==> src/rtl/pri_enc_pkg.sv <==
// Shared types and helpers for the registered priority interrupt encoder.
package pri_enc_pkg;

   typedef enum logic [1:0] {
      IDLE    = 2'd0,
      PRESENT = 2'd1,
      CLEAR   = 2'd2
   } state_e;

   localparam state_e STATE_RST = IDLE;

   // Ceiling log2, floored at 1 so a 2-line encoder still gets a 1-bit index.
   function automatic int clog2(input int n);
      int r;
      r = 1;
      for (int i = 1; i < 32; i++) begin
         if ((1 << i) < n) r = i + 1;
      end
      return r;
   endfunction

endpackage

==> src/rtl/pri_irq_encoder_priority_pick.sv <==
// Combinational find-highest-set over an N-bit vector; zero latency, no flow control.
module priority_pick
   import pri_enc_pkg::*;
#(
   parameter int  N = 8,
   localparam int W = clog2(N)
) (
   input  logic [N-1:0] vec,
   output logic [W-1:0] idx,
   output logic         any
);

   always_comb begin
      idx = '0;
      any = 1'b0;
      for (int i = 0; i < N; i++) begin
         if (vec[i]) begin
            idx = W'(i);
            any = 1'b1;
         end
      end
   end

endmodule

==> src/rtl/pri_irq_encoder.sv <==
// Edge-captured, maskable priority encoder with valid/ack handshake; one grant per 3 cycles.
// Define PRI_IRQ_ROUND_ROBIN_EN for rotating priority starting after the last acked index.
module pri_irq_encoder
   import pri_enc_pkg::*;
#(
   parameter int  N = 8,
   localparam int W = clog2(N)
) (
   input  logic         clk,
   input  logic         rst_n,
   input  logic         en,
   input  logic [N-1:0] req,
   input  logic [N-1:0] mask,
   input  logic         ack,
   output logic [W-1:0] y,
   output logic         valid,
   output logic [N-1:0] pending
);

   state_e       state_q, state_d;
   logic [N-1:0] req_q;
   logic [N-1:0] pend_q, pend_d;
   logic [W-1:0] y_q, y_d;
   logic         valid_q, valid_d;
   logic [N-1:0] cand;
   logic [N-1:0] clr;
   logic [W-1:0] sel_idx;
   logic         pick_any;
   logic         accept;

   assign cand = pend_q & ~mask;

`ifdef PRI_IRQ_ROUND_ROBIN_EN
   logic [W-1:0] last_q, last_d;
   logic [N-1:0] rot_vec;
   logic [W-1:0] rot_idx;

   // Candidate at offset j after last lands at bit N-1-j, so highest-set means first after last.
   always_comb begin
      rot_vec = '0;
      for (int j = 0; j < N; j++) begin
         rot_vec[N-1-j] = cand[(int'(last_q) + 1 + j) % N];
      end
   end

   priority_pick #(.N(N)) u_pick (
      .vec (rot_vec),
      .idx (rot_idx),
      .any (pick_any)
   );

   assign sel_idx = W'((int'(last_q) + N - int'(rot_idx)) % N);
   assign last_d  = accept ? y_q : last_q;

   always_ff @(posedge clk or negedge rst_n) begin
      if (!rst_n) last_q <= W'(N - 1);
      else        last_q <= last_d;
   end
`else
   priority_pick #(.N(N)) u_pick (
      .vec (cand),
      .idx (sel_idx),
      .any (pick_any)
   );
`endif

   always_comb begin
      state_d = state_q;
      y_d     = y_q;
      valid_d = valid_q;
      clr     = '0;
      accept  = 1'b0;
      case (state_q)
         IDLE: begin
            if (en && pick_any) begin
               y_d     = sel_idx;
               valid_d = 1'b1;
               state_d = PRESENT;
            end
         end
         PRESENT: begin
            // Losing enable abandons the offer without consuming the pending bit.
            if (!en) begin
               valid_d = 1'b0;
               state_d = IDLE;
            end else if (ack) begin
               accept  = 1'b1;
               clr     = {{(N-1){1'b0}}, 1'b1} << y_q;
               valid_d = 1'b0;
               state_d = CLEAR;
            end
         end
         CLEAR: state_d = IDLE;
         default: begin
            valid_d = 1'b0;
            state_d = IDLE;
         end
      endcase
      // A fresh rising edge overrides the clear of the same bit.
      pend_d = (pend_q & ~clr) | (en ? (req & ~req_q) : '0);
   end

   always_ff @(posedge clk or negedge rst_n) begin
      if (!rst_n) begin
         state_q <= STATE_RST;
         req_q   <= '0;
         pend_q  <= '0;
         y_q     <= '0;
         valid_q <= 1'b0;
      end else begin
         state_q <= state_d;
         req_q   <= req;
         pend_q  <= pend_d;
         y_q     <= y_d;
         valid_q <= valid_d;
      end
   end

   assign y       = y_q;
   assign valid   = valid_q;
   assign pending = pend_q;

endmodule

==> config.mk <==
export PLATFORM = sky130hd
export DESIGN_NAME = pri_irq_encoder
export DESIGN_NICKNAME = d
export VERILOG_FILES = /design/src/rtl/pri_enc_pkg.sv /design/src/rtl/pri_irq_encoder_priority_pick.sv /design/src/rtl/pri_irq_encoder.sv
export SDC_FILE = /design/constraint.sdc
export NUM_CORES = 1
export LEC_CHECK = 0
export CORE_ASPECT_RATIO = 0.6
export CORE_UTILIZATION = 39
export CTS_CLUSTER_SIZE = 20
export DETAILED_ROUTE_END_ITERATION = 6
export PLACE_DENSITY_LB_ADDON = 0.25
export SYNTH_ARGS = -nofsm -noshare
export SYNTH_HDL_FRONTEND = slang
export SYNTH_SLANG_ARGS = --single-unit
==> constraint.sdc <==
create_clock -name clk -period 1.6 [get_ports clk]
set_input_delay 0.4 -clock clk [delete_from_list [all_inputs] [get_ports clk]]
set_output_delay 0.4 -clock clk [all_outputs]
set_load 0.1 [all_outputs]
Yosys cells after proc, flatten, opt, wreduce, memory -nomap -nowiden --
Index checks and enable logic that the tools add are counted.
Storage, ports and cells: bits in registers 51, bits of input ports 20
Operators by class: eq/ne operators 4, shift-type cells 1, mux-type cells 27, bitwise operators 8, reductions and logical operators 5
Operators by type and width (count):
- $mux 8 | 4
- $shl 1x32->8 const A | 1
- $and 8x8->8 | 3
- $not 8->8 | 3
- $mux 1 | 12
- $mux 3 | 4
- $mux 2 | 5
- $or 8x8->8 | 1
- $pmux 2 s2 | 1
- $reduce_and 2->1 | 2
- $ne 3x3->1 const B | 1
- $pmux 1 s3 | 1
- $reduce_and 3->1 | 1
- $eq 2x1->1 const B | 1
- $eq 2x2->1 const B | 1
- $logic_not 2->1 | 1
- $ne 2x2->1 const B | 1
- $logic_and 1x1->1 | 1
- $not 1->1 | 1

Longest topological paths before layout --
Gate-level depths: netlist of the first run.
depth in word-level cells 13, depth in mapped cells 5, mapped depth without buffers 4

Hierarchy --
A second synthesis of the first run with hierarchy kept.
Second synthesis, totals: cell total of the unflattened synthesis 196, area total of the unflattened synthesis 2374.8 um2
By module, submodules not included:
- pri_irq_encoder | times used 1, cells each 154, area an instance 2095.8 um2
- priority_pick | times used 1, cells each 42, area an instance 279.0 um2

Least setup slack after synthesis of the first run --
No wires, ideal clock.
path type register -> register, start reg pend_q[1], in the netlist pending[1], end reg y_q[1], in the netlist y[1], library setup time 126 ps, arrival 2022 ps, data required time 1474 ps, setup slack -548 ps, cell stages (with the launch flop) 5, path buffers 0, period minus slack after synthesis 2148 ps, path through dfrtp_1 > nor2b_2 > a21oi_1 > a311o_4 > mux2_4
On the way: word-level cells in the longest chain between the ends 10
RTL lines:
- from (decl) | RTL line pri_irq_encoder.sv:22 | logic [N-1:0] pend_q, pend_d;
- from (signal assigned) | RTL line pri_irq_encoder.sv:113 | pend_q <= pend_d;
- $and 8x8->8 | RTL line pri_irq_encoder.sv:31 | assign cand = pend_q & ~mask;
- $mux 1 (7 in series) | RTL line pri_irq_encoder_priority_pick.sv:17 | if (vec[i]) begin
- $logic_and 1x1->1 | RTL line pri_irq_encoder.sv:75 | if (en && pick_any) begin
- $reduce_and 2->1 (no source line)
- to (signal assigned) | RTL line pri_irq_encoder.sv:114 | y_q <= y_d;
- to (decl) | RTL line pri_irq_encoder.sv:23 | logic [W-1:0] y_q, y_d;
Every way passes these cells. A chain may end at the register's enable or synchronous reset.

Worst setup path in the final report of the first run --
start reg pend_q[4], in the netlist pending[4], end reg y_q[0], in the netlist y[0]
On the way: word-level cells in the longest chain between the ends 7
RTL lines (RTL line):
- $and 8x8->8 (*) | pri_irq_encoder.sv:31
- $mux 1 (4 in series) | pri_irq_encoder_priority_pick.sv:17
- $logic_and 1x1->1 | pri_irq_encoder.sv:75
- $reduce_and 2->1 (no source line)
Every way passes the cells marked *; elsewhere a longest branch is shown, timed or not.

==> flow_summary.ini, run 1 <==
[status]
status = finished with violations
violations = setup timing

[detailed_routing]
wl_met1_um = 1130
dr_wl_met2_um = 1160
drt_iter0_drc = 37
wl_met3_um = 201
viasPerCell = 4.34
drt_first_pass_iters = 6
topRoutingLayerUsed = met4
wl_per_cell_um = 12.6
wl_um = 2510
ant_nets = 0
drc = 0
via_count = 863

[pwr]
p_leak_nw = 0.812
powerDensity_mw_per_mm2 = 1560
vdd_ir_drop_max_uv = 728

[layout]
mostFrequentLayoutCell = conb_1
fill_cells = 248
final_nets = 178
final_cell_mix = conb_1, nand2_1, clkdlybuf4s50_1, dfrtp_1
layout-drive-gt1-share_pct = 30.6
synthToLayoutAreaGrowth_pct = 44.3
n_antenna_cell = 0

[global_route]
gr-total-overflow = 0
grt_max_degree = 23
grtUsageTotal_pct = 17.0
grt_pass1_wl_um = 4020
antenna_found_initial = 0
grt_pass1_vias = 854

[logic_synthesis]
syn-cell-area_mm2 = 0.00119
synth_seq_cells = 22
postSynthAreaPerCell_um2 = 10.7
synthCells = 112
synth_top_area_share_pct = 46.1
synth_warnings = 0
yosysUniqueCellTypes = 21
ys_seq_area_share_pct = 46.1
synth.largest_area_cell = dfrtp_1
yosys-top-cells-area = dfrtp_1, buf_4, nand3b_1

[setup_path]
worstPathMaxFanout = 4
cp_data_required_time_ps = 1750
cp-end-kind = register
worstPathArrival_ps = 1800
reg2reg_depth = 4
critical_path_class = reg2reg
cp-start-kind = register

[placed_design]
dp_slack_ps = -459
gp_congestion = 0.919
hpwl_um = 2030
portBuffers = 31

[cts]
cts_inserted_buffers = 3
clockBufferDepth = 2
cts.clk_slew.worst_paths_ps = 70
postCtsSetupBuffers = 0
clock_tree.htree_level_count = 1
cts_tree = built
ctsHoldBuffers = 0
clk_latency_ps = 260
cts_root_buf = clkbuf_8
cts_sinks = 22

[sta]
finalHoldViolations = 0
timing.fmax_mhz = 606
skew_ps = 0.996
slew_viol_final = 0
period_minus_slack_ps = 1650
setup_viol = 3
period_share_pct = 103
layout_setup_ws_ps = -50.4
hold_ws_ps = 479
grt_setup_unrepaired = yes

[die]
pin_count = 61
chipWidth_um = 73.5
die-area_mm2 = 0.00330
initial_core_util_pct = 41.3
core_mm2 = 0.00289
floorplan.die.height_um = 44.9
std_cell_rows = 15

[job]
drv_cap = 0

[worst_hold_path]
hold_class = in2async
report_power, final:
part	switching, mW	internal (mW)
Clock	0.176	0.178
Sequential	0.117	0.663
Combinational	1.04	0.510
routing by layer:
| layer | vias to the layer above | track usage (%) |
|---|---|---|
| met5 | - | 0 |
| met4 | 0 | 5.38 |
| met3 | 3 | 6.47 |
| met2 | 36 | 27.5 |
| met1 | 418 | 21.3 |
| li1 | 406 | - |
worst max-delay path, cell delays in order (launching register included):
cell and delay, ps:
dfrtp_4 470, and2b_2 230, nor4_4 260, a311o_4 280, mux2_4 310
registers in the layout, summed over array words and instances, names as in the netlist:
| signal | flops |
|---|---|
| valid | 1 |
| pending | 8 |
| req_q | 8 |
| state_q | 2 |
| y | 3 |
metrics by stage:
step / util [%] / instance area [um2] / cells / setup TNS [ps] / total power, mW
floorplan: - / 1330 / 140 / -381 / 1.85
global placement: 58.1 / 1680 / 195 / -2720 / 2.33
detailed placement: 58.1 / 1680 / 195 / -3360 / 2.35
CTS: 59.5 / 1720 / 199 / -159 / 2.70
global route: 59.7 / 1720 / 199 / -267 / 2.78
finish: 59.7 / 1720 / 199 / -105 / 2.69
path summary, 6_finish.rpt:
check                                           from                   end  slack (ps)
worst max-delay path            pending[4]$_DFF_PN0_      y[0]$_DFFE_PN0P_         -50
worst min-delay path                           rst_n  pending[4]$_DFF_PN0_         480
worst max register to register  pending[4]$_DFF_PN0_      y[0]$_DFFE_PN0P_         -50
worst min register to register    req_q[7]$_DFF_PN0_  pending[7]$_DFF_PN0_         480
max in group asynchronous                      rst_n  pending[3]$_DFF_PN0_         870
min in group clk                  req_q[7]$_DFF_PN0_  pending[7]$_DFF_PN0_         480
cell type report:
| cell class | count | area [um2] | area share [%] |
|---|---|---|---|
| clock buffer | 4 | 45.0 | 2.61 |
| inverter | 2 | 7.51 | 0.435 |
| multi-input combinational | 86 | 526 | 30.5 |
| sequential | 22 | 576 | 33.4 |
| tap | 42 | 52.6 | 3.05 |
| timing repair buffer | 43 | 518 | 30.0 |
cells in the mapped netlist:
cell and n:
nor2_1 2, mux2i_1 1, nor2b_4 3, and4b_1 1
nand2b_1 4, dfrtp_1 22, conb_1 1, nor4_4 1
mux2_4 2, nand3b_1 8, nand2b_4 1, o21ai_0 6
o31ai_1 4, a311o_4 1, nand2_1 15, buf_4 30
and2b_1 2, o21ai_1 1, a21oi_1 3, nor2b_2 2
inv_1 2
cell families after synthesis:
group | share of synthesized area (%)
AND/OR/NAND/NOR | 22.4
buffers and inverters | 19.5
flip-flops | 46.1
AO/OA/AOI/OAI | 8.38
multiplexers | 3.35
other | 0.314
timing repair:
action | CTS | global route
setup endpoints to repair | 4 | 8
pin swaps | 2 | 0
resized for setup | 6 | 2
(Power assumes the default switching activity.)
==> run 2, diff against run 1 <==
--- a/config.mk
+++ b/config.mk
@@ -5,10 +5,12 @@
 export SDC_FILE = /design/constraint.sdc
 export NUM_CORES = 1
 export LEC_CHECK = 0
+export CAP_MARGIN = 40
 export CORE_ASPECT_RATIO = 0.6
 export CORE_UTILIZATION = 39
 export CTS_CLUSTER_SIZE = 20
 export DETAILED_ROUTE_END_ITERATION = 6
+export GPL_TIMING_DRIVEN = 0
 export PLACE_DENSITY_LB_ADDON = 0.25
 export SYNTH_ARGS = -nofsm -noshare
 export SYNTH_HDL_FRONTEND = slang
==> run 2 against run 1 <==
  * The flow still finishes with violations (setup timing)
  * Clock skew is 0.56 ps higher
  * Wire length is 14% higher
  * Total power is 6.3% higher
  * Critical path depth stayed put
  * Via count is 12% higher
  * Cell count is 18% higher
  * Sequential power is 3.8% lower
  * Fmax is 1.8% lower
  * Design area is 17% higher
  * Die area stayed put
  * Largest cell class is now non-clock buffers
==> flow_summary.ini, run 2 (same netlist as run 1, synthesis figures left out) <==
[status]
status = finished with violations
violations = setup timing

[worst_hold_path]
hold_start = en
hold_class = in2reg

[sta]
hold_ws_ps = 470
skew_ps = 1.55
slew-limit-headroom_pct = 59.4
period_share_pct = 105
layout_setup_ws_ps = -81.2
finalHoldViolations = 0
tightestPinTransition_ps = 607
period_minus_slack_ps = 1680
fin_tns_setup_ps = -204
grt_setup_unrepaired = yes
slew_viol_final = 0
setup_viol = 3
timing.fmax_mhz = 595

[cts]
clockBufferDepth = 2
clock_tree.htree_level_count = 1
cts_sinks = 22
cts.clk_slew.worst_paths_ps = 80
cts_inserted_buffers = 3
cts_root_buf = clkbuf_8
clk_latency_ps = 260
ctsHoldBuffers = 0
cts_tree = built

[pwr]
vdd_ir_drop_max_uv = 739
powerDensity_mw_per_mm2 = 1420
internal_power_mw = 1.49
swShare_pct = 47.7
p_seq_share_pct = 26.3
p_sw_mw = 1.36
p_leak_nw = 0.999
power_mw = 2.86
pwr-share-comb_pct = 59.9
p_clk_share_pct = 13.8

[placed_design]
gp_congestion = 0.800
hpwl_um = 2150
portBuffers = 30
dp_slack_ps = -468
detailed_place.area_mm2 = 0.00188

[setup_path]
crit_slowest_cell = dfrtp_4
cp_cell_sequence = and2b_2, nor4_4, a311o_4, mux2_4
worstPathArrival_ps = 1830
cp_data_required_time_ps = 1750
timing.rr.end = y[0]$_DFFE_PN0P_
setup.worst_path.start = pending[5]$_DFF_PN0_
r2r-start = pending[5]$_DFF_PN0_
reg2reg_depth = 4
cp-end-kind = register
cpPeakStageDelay_ps = 490
worstSetupEndpoint = y[0]$_DFFE_PN0P_
critical_path_class = reg2reg
worstPathMaxFanout = 4
r2r_setup_slack_ps = -80
cp-start-kind = register

[detailed_routing]
drc = 0
wl_per_cell_um = 12.2
wl_um = 2860
via_count = 967
drt_iter0_drc = 19
drt_first_pass_iters = 4
ant_nets = 0
viasPerCell = 4.13

[global_route]
antenna_found_initial = 0
grt_max_degree = 13
gr-total-overflow = 0
grt_pass1_wl_um = 4260
grt_pass1_vias = 873
grtUsageTotal_pct = 17.9

[layout]
seqCellArea_um2 = 578
synthToLayoutAreaGrowth_pct = 68.8
final_nets = 213
final_cell_mix = buf_4, conb_1, nand2_1
stdcell_area_mm2 = 0.00202
multi_input_area_um2 = 532
n_antenna_cell = 0
fill_cells = 221
mostFrequentLayoutCell = buf_4
layout-drive-gt1-share_pct = 41.7

[die]
initial_core_util_pct = 41.3
die-area_mm2 = 0.00330
std_cell_rows = 15
chipWidth_um = 73.5
core_mm2 = 0.00289
floorplan.die.height_um = 44.9
pin_count = 61

[job]
drv_cap = 0
-- run 2: layout make-up --
class	count	share of cell area (%)
multi-input combinational	86	26.4
sequential	22	28.7
clock buffer	4	2.73
buffer	30	11.2
tap	42	2.61
timing repair buffer	48	28.1
inverter	2	0.372
-- run 2: timing repair --
action | in CTS | in global routing
endpoints found under the setup margin | 15 | 7
pin swaps | 2 | 2
setup buffers | 5 | 3
gates resized for setup | 35 | 3
-- run 2: power groups by stage --
stage | Clock [mW] | Combinational, mW | Sequential [mW]
global placement | 0 | 1.34 | 0.762
CTS | 0.404 | 1.66 | 0.761
finish | 0.394 | 1.71 | 0.750
global route | 0.430 | 1.77 | 0.761
floorplan | 0 | 0.573 | 1.27
detailed placement | 0 | 1.59 | 0.765
-- run 2: metal layers --
layer	vias up	track usage (%)	wire, um	share of wire, %
met5	-	0	0	0
met4	0	2.31	0	0
met3	0	5.58	145	5.1
met2	32	31.4	1500	53
met1	463	22.7	1210	42
li1	472	-	-	-
-- run 2: critical path: cells and delay by family (launching register included) --
kind | cells | cell delay (ps)
multiplexers | 1 | 300
AO/OA/AOI/OAI | 1 | 290
AND/OR/NAND/NOR | 2 | 500
flip-flops | 1 | 490
-- run 2: worst min-delay path by stage --
stage	slack, ps	cells past startpoint	endpoint
detailed placement	480	2	pending[7]$_DFF_PN0_
CTS	470	3	pending[3]$_DFF_PN0_
finish	470	3	pending[5]$_DFF_PN0_
global route	470	3	pending[5]$_DFF_PN0_
floorplan	100	0	pending[0]$_DFF_PN0_
global placement	460	2	valid$_DFFE_PN0P_
-- run 2: per-stage QoR --
stage / utilization (%) / cells
final: 69.8 / 234
after global routing: 69.8 / 234
after detailed placement: 65.0 / 225
after CTS: 69.3 / 231
after global placement: 58.2 / 212
after floorplan: - / 140
